## src/rtl/debounce_edge.sv

```systemverilog
// debounce_edge
// Single-bit line conditioner for slow external serial lines such as PS/2
// clock or data. The raw pin is brought into the clock domain by a
// two-flop synchroniser, then filtered by a saturating run-length counter.
// The cleaned level only follows the line after the line has disagreed with
// it for CYCLES consecutive synchronised samples. Rising and falling
// transitions of the cleaned level are flagged as one-cycle strobes.
//
// Parameters
//   CYCLES       consecutive disagreeing samples needed to change bit_out (>= 1)
//   RESET_LEVEL  reset value of the synchronisers, bit_out and edge history
//
// Ports
//   clk       in   system clock, rising edge
//   reset     in   asynchronous, active-high reset
//   bit_in    in   raw asynchronous line level
//   bit_out   out  debounced level (registered)
//   pos_edge  out  one-cycle strobe, bit_out went 0->1
//   neg_edge  out  one-cycle strobe, bit_out went 1->0
//   any_edge  out  pos_edge | neg_edge
//
// Interface semantics: there is no handshake. The strobes are valid for
// exactly one clock and are not held; the consumer must sample them every
// cycle and cannot stall them.
module debounce_edge #(
  parameter int CYCLES      = 255,
  parameter bit RESET_LEVEL = 1'b1
) (
  input  logic clk,
  input  logic reset,
  input  logic bit_in,
  output logic bit_out,
  output logic pos_edge,
  output logic neg_edge,
  output logic any_edge
);

  localparam int            CW   = $clog2(CYCLES + 1);
  localparam logic [CW-1:0] TERM = CW'(CYCLES - 1);

  // STABLE: counter idle, line agrees with bit_out.
  // COUNTING: counter is running on a disagreeing line.
  typedef enum logic {
    STABLE   = 1'b0,
    COUNTING = 1'b1
  } state_t;

  state_t        state;
  state_t        state_next;

  logic          s1;
  logic          s2;
  logic [CW-1:0] count;
  logic          prev;

  logic          differ;
  logic          at_term;
  logic          take;
  logic          cnt_inc;

  assign differ  = s2 ^ bit_out;
  assign at_term = (count == TERM);

  // Synchroniser: only s2 is used downstream.
  always_ff @(posedge clk or posedge reset) begin
    if (reset) begin
      s1 <= RESET_LEVEL;
      s2 <= RESET_LEVEL;
    end else begin
      s1 <= bit_in;
      s2 <= s1;
    end
  end

  // FSM state register.
  always_ff @(posedge clk or posedge reset) begin
    if (reset) begin
      state <= STABLE;
    end else begin
      state <= state_next;
    end
  end

  // FSM next-state logic. Reaching the terminal count returns to STABLE
  // because bit_out takes the line value on that same edge.
  always_comb begin
    state_next = state;
    case (state)
      STABLE: begin
        if (differ && !at_term) begin
          state_next = COUNTING;
        end
      end
      COUNTING: begin
        if (!differ || at_term) begin
          state_next = STABLE;
        end
      end
      default: state_next = STABLE;
    endcase
  end

  // FSM outputs: datapath controls. With CYCLES == 1 the terminal count is
  // zero, so a single disagreeing sample is taken immediately.
  always_comb begin
    take    = 1'b0;
    cnt_inc = 1'b0;
    if (differ) begin
      if (at_term) begin
        take = 1'b1;
      end else begin
        cnt_inc = 1'b1;
      end
    end
  end

  // Counter, debounced level and edge history. Any agreeing sample clears
  // the counter, so a glitch shorter than CYCLES samples leaves no trace.
  always_ff @(posedge clk or posedge reset) begin
    if (reset) begin
      count   <= '0;
      bit_out <= RESET_LEVEL;
      prev    <= RESET_LEVEL;
    end else begin
      prev <= bit_out;
      if (take) begin
        bit_out <= s2;
      end
      if (cnt_inc) begin
        count <= count + CW'(1);
      end else begin
        count <= '0;
      end
    end
  end

  // Reset forces prev == bit_out, so all strobes are low during reset.
  assign pos_edge = bit_out & ~prev;
  assign neg_edge = ~bit_out & prev;
  assign any_edge = bit_out ^ prev;

endmodule

```

## config.mk

```make
export PLATFORM = sky130hd
export DESIGN_NAME = debounce_edge
export DESIGN_NICKNAME = d
export VERILOG_FILES = /design/src/rtl/debounce_edge.sv
export SDC_FILE = /design/constraint.sdc
export NUM_CORES = 1
export LEC_CHECK = 0
export ABC_CLOCK_PERIOD_IN_PS = 1810
export CORE_AREA = 2 2 39 41
export CTS_BUF_LIST = sky130_fd_sc_hd__clkbuf_4 sky130_fd_sc_hd__clkbuf_8
export CTS_CLUSTER_SIZE = 30
export DETAILED_ROUTE_END_ITERATION = 7
export DIE_AREA = 0 0 41 43
export GPL_ROUTABILITY_DRIVEN = 0
export PLACE_DENSITY = 0.6
export SYNTH_ARGS = -nofsm -noshare
export SYNTH_HDL_FRONTEND = slang
export SYNTH_SLANG_ARGS = --single-unit
```

## constraint.sdc

```tcl
create_clock -name clk -period 1.81 [get_ports clk]
set_input_delay 0.543 -clock clk [delete_from_list [all_inputs] [get_ports clk]]
set_output_delay 0.543 -clock clk [all_outputs]
set_load 0.05 [all_outputs]
```

* Yosys cells after proc, flatten, opt, wreduce, memory -nomap -nowiden
Index checks and enable logic that the tools add are counted.
Word-level totals: register bits 12
Cells by class: $add $sub $neg 1, equal/unequal tests 1, muxes and demuxes 5, bitwise logic cells 6
Operators by type and width (count):
- $add 8x1->8 const B | 1
- $eq 8x8->1 const B | 1
- $mux 8 | 1
- $mux 1 | 4
- $and 1x1->1 | 2
- $not 1->1 | 2
- $xor 1x1->1 | 2

* Logic depth before layout (Yosys ltp)
Gate-level depths: netlist (run 1).
word-level depth 4, mapped depth 5, depth with buffers taken out 5

* Worst setup path before layout (run 1)
Ideal clock, no wire load.
path type reg-to-output, from reg bit_out, to out any_edge, arrival time 1.384 ns, slack -0.117 ns, stages on the path, launching flop included 4, buffers on the path 0, path through dfstp_2 > inv_1 > ha_1 > inv_1
On the way: word-level cells in the longest chain between the ends 1
RTL lines:
- from (decl) | RTL line 32 | output logic bit_out,
- from (signal assigned) | RTL line 122 | bit_out <= RESET_LEVEL;
- from (signal assigned) | RTL line 127 | bit_out <= s2;
- $xor 1x1->1 | RTL line 140 | assign any_edge = bit_out ^ prev;
- to (decl) | RTL line 35 | output logic any_edge
No other way between the ends.

* Final worst setup path (run 1)
Same ends and word-level chain as after synthesis.

==> results of run 1 <==
report_power, final:
| part | switching, uW | internal, uW | total (uW) |
|---|---|---|---|
| sequential | 9.60 | 277 | 287 |
| clock | 87.7 | 100 | 188 |
| combinational | 17.5 | 13.6 | 31.2 |
logic make-up after synthesis:
family	count (synthesis)	share of synthesized area (%)
adders and majority gates	4	8.73
xor gates and xnor gates	4	6.11
muxes	1	1.96
and+or+nand+nor	14	13.8
DFF	12	53.3
AOI/OAI and AO/OA	9	11.6
buffers and inverters	7	4.59
metal layers:
metal  GRT usage (%)  up-vias  wire, um
met1            19.2      205       439
met2            18.8        9       449
met3            4.71        5        28
met5               0        -         0
li1                -      198         -
met4            10.0        0        30
final cells by class:
cell class	count	area [um2]
well taps	16	20.0
fillers	120	622
repair buffers	8	106
flip-flops and latches	12	309
clock buffers	4	30.0
inverters	7	30.0
multi-input cells	32	267
layout by cell type (no fill, tap or decap), drive strengths merged:
cell,instances
a21o,1
a31oi,1
mux2,1
xnor2,1
a21boi,1
o311a,1
o21ai,2
nand3,4
inv,6
dfstp,4
clkbuf,4
o31ai,1
o211a,1
clkdlybuf4s50,2
nand4,1
dfrtp,8
nor2,7
or4,1
ha,4
xor2,3
nand2,1
buf,6
clkinvlp,1
a21oi,1
final timing paths:
kind | start | endpoint | depth (start not counted)
worst min register to register | s1 | s2 | 0
worst max register to register | count[0] | count[4] | 5
max in group asynchronous | reset | prev | 2
min in group asynchronous | reset | count[7] | 2
worst max-delay path | bit_out | any_edge | 4
worst min-delay path | s1 | s2 | 0
worst reg2reg max path, cell delays in order, from the launching register on:
cell,delay [ns]
dfrtp_1,0.44
inv_1,0.08
ha_1,0.20
nand3_1,0.15
o21ai_1,0.36
nor2_1,0.09
flip-flops by register name, summed over array words and instances (netlist names):
| name | cells |
|---|---|
| bit_out | 1 |
| prev | 1 |
| count | 8 |
| s2 | 1 |
| s1 | 1 |
per-stage QoR:
stage	util (%)	instance area (um2)	hold slack (ns)	power [uW]	TNS [ns]
after global placement	51.7	716	0.346	322	0
final	55.1	762	0.356	506	-0.189
after CTS	54.8	758	0.357	513	-0.215
after floorplan	-	593	0.345	310	0
after detailed placement	51.7	716	0.347	323	0
after global routing	55.1	762	0.359	528	-0.232
what timing repair did:
item	4_1_cts	5_1_grt
gates resized for setup	2	2
setup endpoints to repair	2	4
buffers inserted	0	0
hold buffers	0	0
==> impl_metrics.csv, run 1 <==
group,metric,value,unit
place,io_buffers,6,
sta,setup_viol,2,
setup_path,worstPathRequired,1.27,ns
sta,setup_ws,-0.146,ns
route,routed_wl,947,um
synth,synth_top_area_share,34.9,%
cells_and_area,diodes,0,
setup_path,cp_top_family,"flip-flops",
pwr,irDropWorstVdd,0.384,mV
clock_tree,cts_inserted_buffers,3,
sta,finalCritPeriodShare,108,%
synth,synth_seq_cells,12,
synth,synth-edff-count,0,
setup_path,max_stage_delay,0.62,ns
place,dp.final_hpwl,681,um
route,num_vias,417,
place,dp.cells,75,
setup_path,slowest_stage,"dfstp_4",
die,dieHeight,43,um
route,drc,0,
clock_tree,cts_buffer_depth,2,
synth,synth_most_common_cell,"dfrtp_1",
setup_path,worst-path-max-fanout,2,
grt,grt_max_degree,13,
setup_path,critPathBufInv,3,
sta,drv_slew,0,
synth,synth_area,573,um2
setup_path,start_kind,"flop",
route,wl_per_cell,12.0,um
run,cap_violations,0,
synth,synth_commonest_cells,"dfrtp_1, inv_1, nor2_1",
clock_tree,clockRootBuffer,"clkbuf_4",
setup_path,critPathCaptureType,"primary output",
grt,grt_pass1_vias,387,
route,dr.first_iter.drc_count,10,
setup_path,worst-r2r-setup-slack,0.36,ns
route,drtPass1Iterations,4,
setup_path,crit_arrival,1.41,ns
status,failed_checks,"setup timing",
synth,synth_flop_cell,"dfrtp_1",
cells_and_area,fin_cells,79,
sta,fin_worst_skew,0.0103,ns
grt,grt-ovfl-total,0,
hold_path,hold_class,"flop to flop",
sta,fin_crit,1.96,ns
route,antenna_left,0,
grt,grt_pass1_wl,1.61,mm
grt,antenna_found_initial,0,
sta,max_freq,511,MHz
die,start_util,41.4,%
synth,yosysSeqAreaShare,53.3,%
sta,final_hold_viol_count,0,
place,detailedPlace.worstSlack,0.138,ns
synth,synth_cell_types,20,
synth,syn_inst,51,
die,dieArea,1760,um2
synth,yosysTopAreaCell,"dfrtp_1",
status,outcome,"finished, violations left",
setup_path,cp_cell_sequence,"inv_2 > ha_4 > clkinvlp_4 > buf_12",
clock_tree,htreeDepth,1,
die,core,1380,um2
clock_tree,clk_latency,0.27,ns
die,die_w,41,um
synth,async_flop_share,100,%
die,pin_count,7,
die,rows,14,
setup_path,crit_type,"flop to primary output",
grt,grt_util_all_layers,14.3,%
cells_and_area,fin_nets,71,
synth,synthTopCellsByArea,"dfrtp_1, dfstp_2, ha_1",
synth,ys_warn_count,0,
sta,rsz0062_at_grt,"yes",
sta,worst_pin_slew,0.446,ns
cells_and_area,drive_above_1_share,34.9,%
clock_tree,clk_pin_slew,0.07,ns
cells_and_area,area_delta_synth_final,33.0,%
clock_tree,cts.sinks,12,
pwr,power_density,664,nW/um2
route,vias_per_cell,5.28,
clock_tree,cts_tree,"done",
sta,slew_headroom,70.2,%
synth,syn_nets,58,
synth,syn_avg_cell_area,11.2,um2
pwr,leakagePower,0.000336,uW
(Power assumes the default switching activity.)
==> run 2: changes to the inputs <==
--- a/config.mk
+++ b/config.mk
@@ -6,12 +6,14 @@
 export NUM_CORES = 1
 export LEC_CHECK = 0
 export ABC_CLOCK_PERIOD_IN_PS = 1810
+export CAP_MARGIN = 20
 export CORE_AREA = 2 2 39 41
 export CTS_BUF_LIST = sky130_fd_sc_hd__clkbuf_4 sky130_fd_sc_hd__clkbuf_8
 export CTS_CLUSTER_SIZE = 30
 export DETAILED_ROUTE_END_ITERATION = 7
 export DIE_AREA = 0 0 41 43
 export GPL_ROUTABILITY_DRIVEN = 0
+export HOLD_SLACK_MARGIN = 0.08
 export PLACE_DENSITY = 0.6
 export SYNTH_ARGS = -nofsm -noshare
 export SYNTH_HDL_FRONTEND = slang
==> results of run 2 <==
Final layout, timing and power as in run 1 (identical DEF).
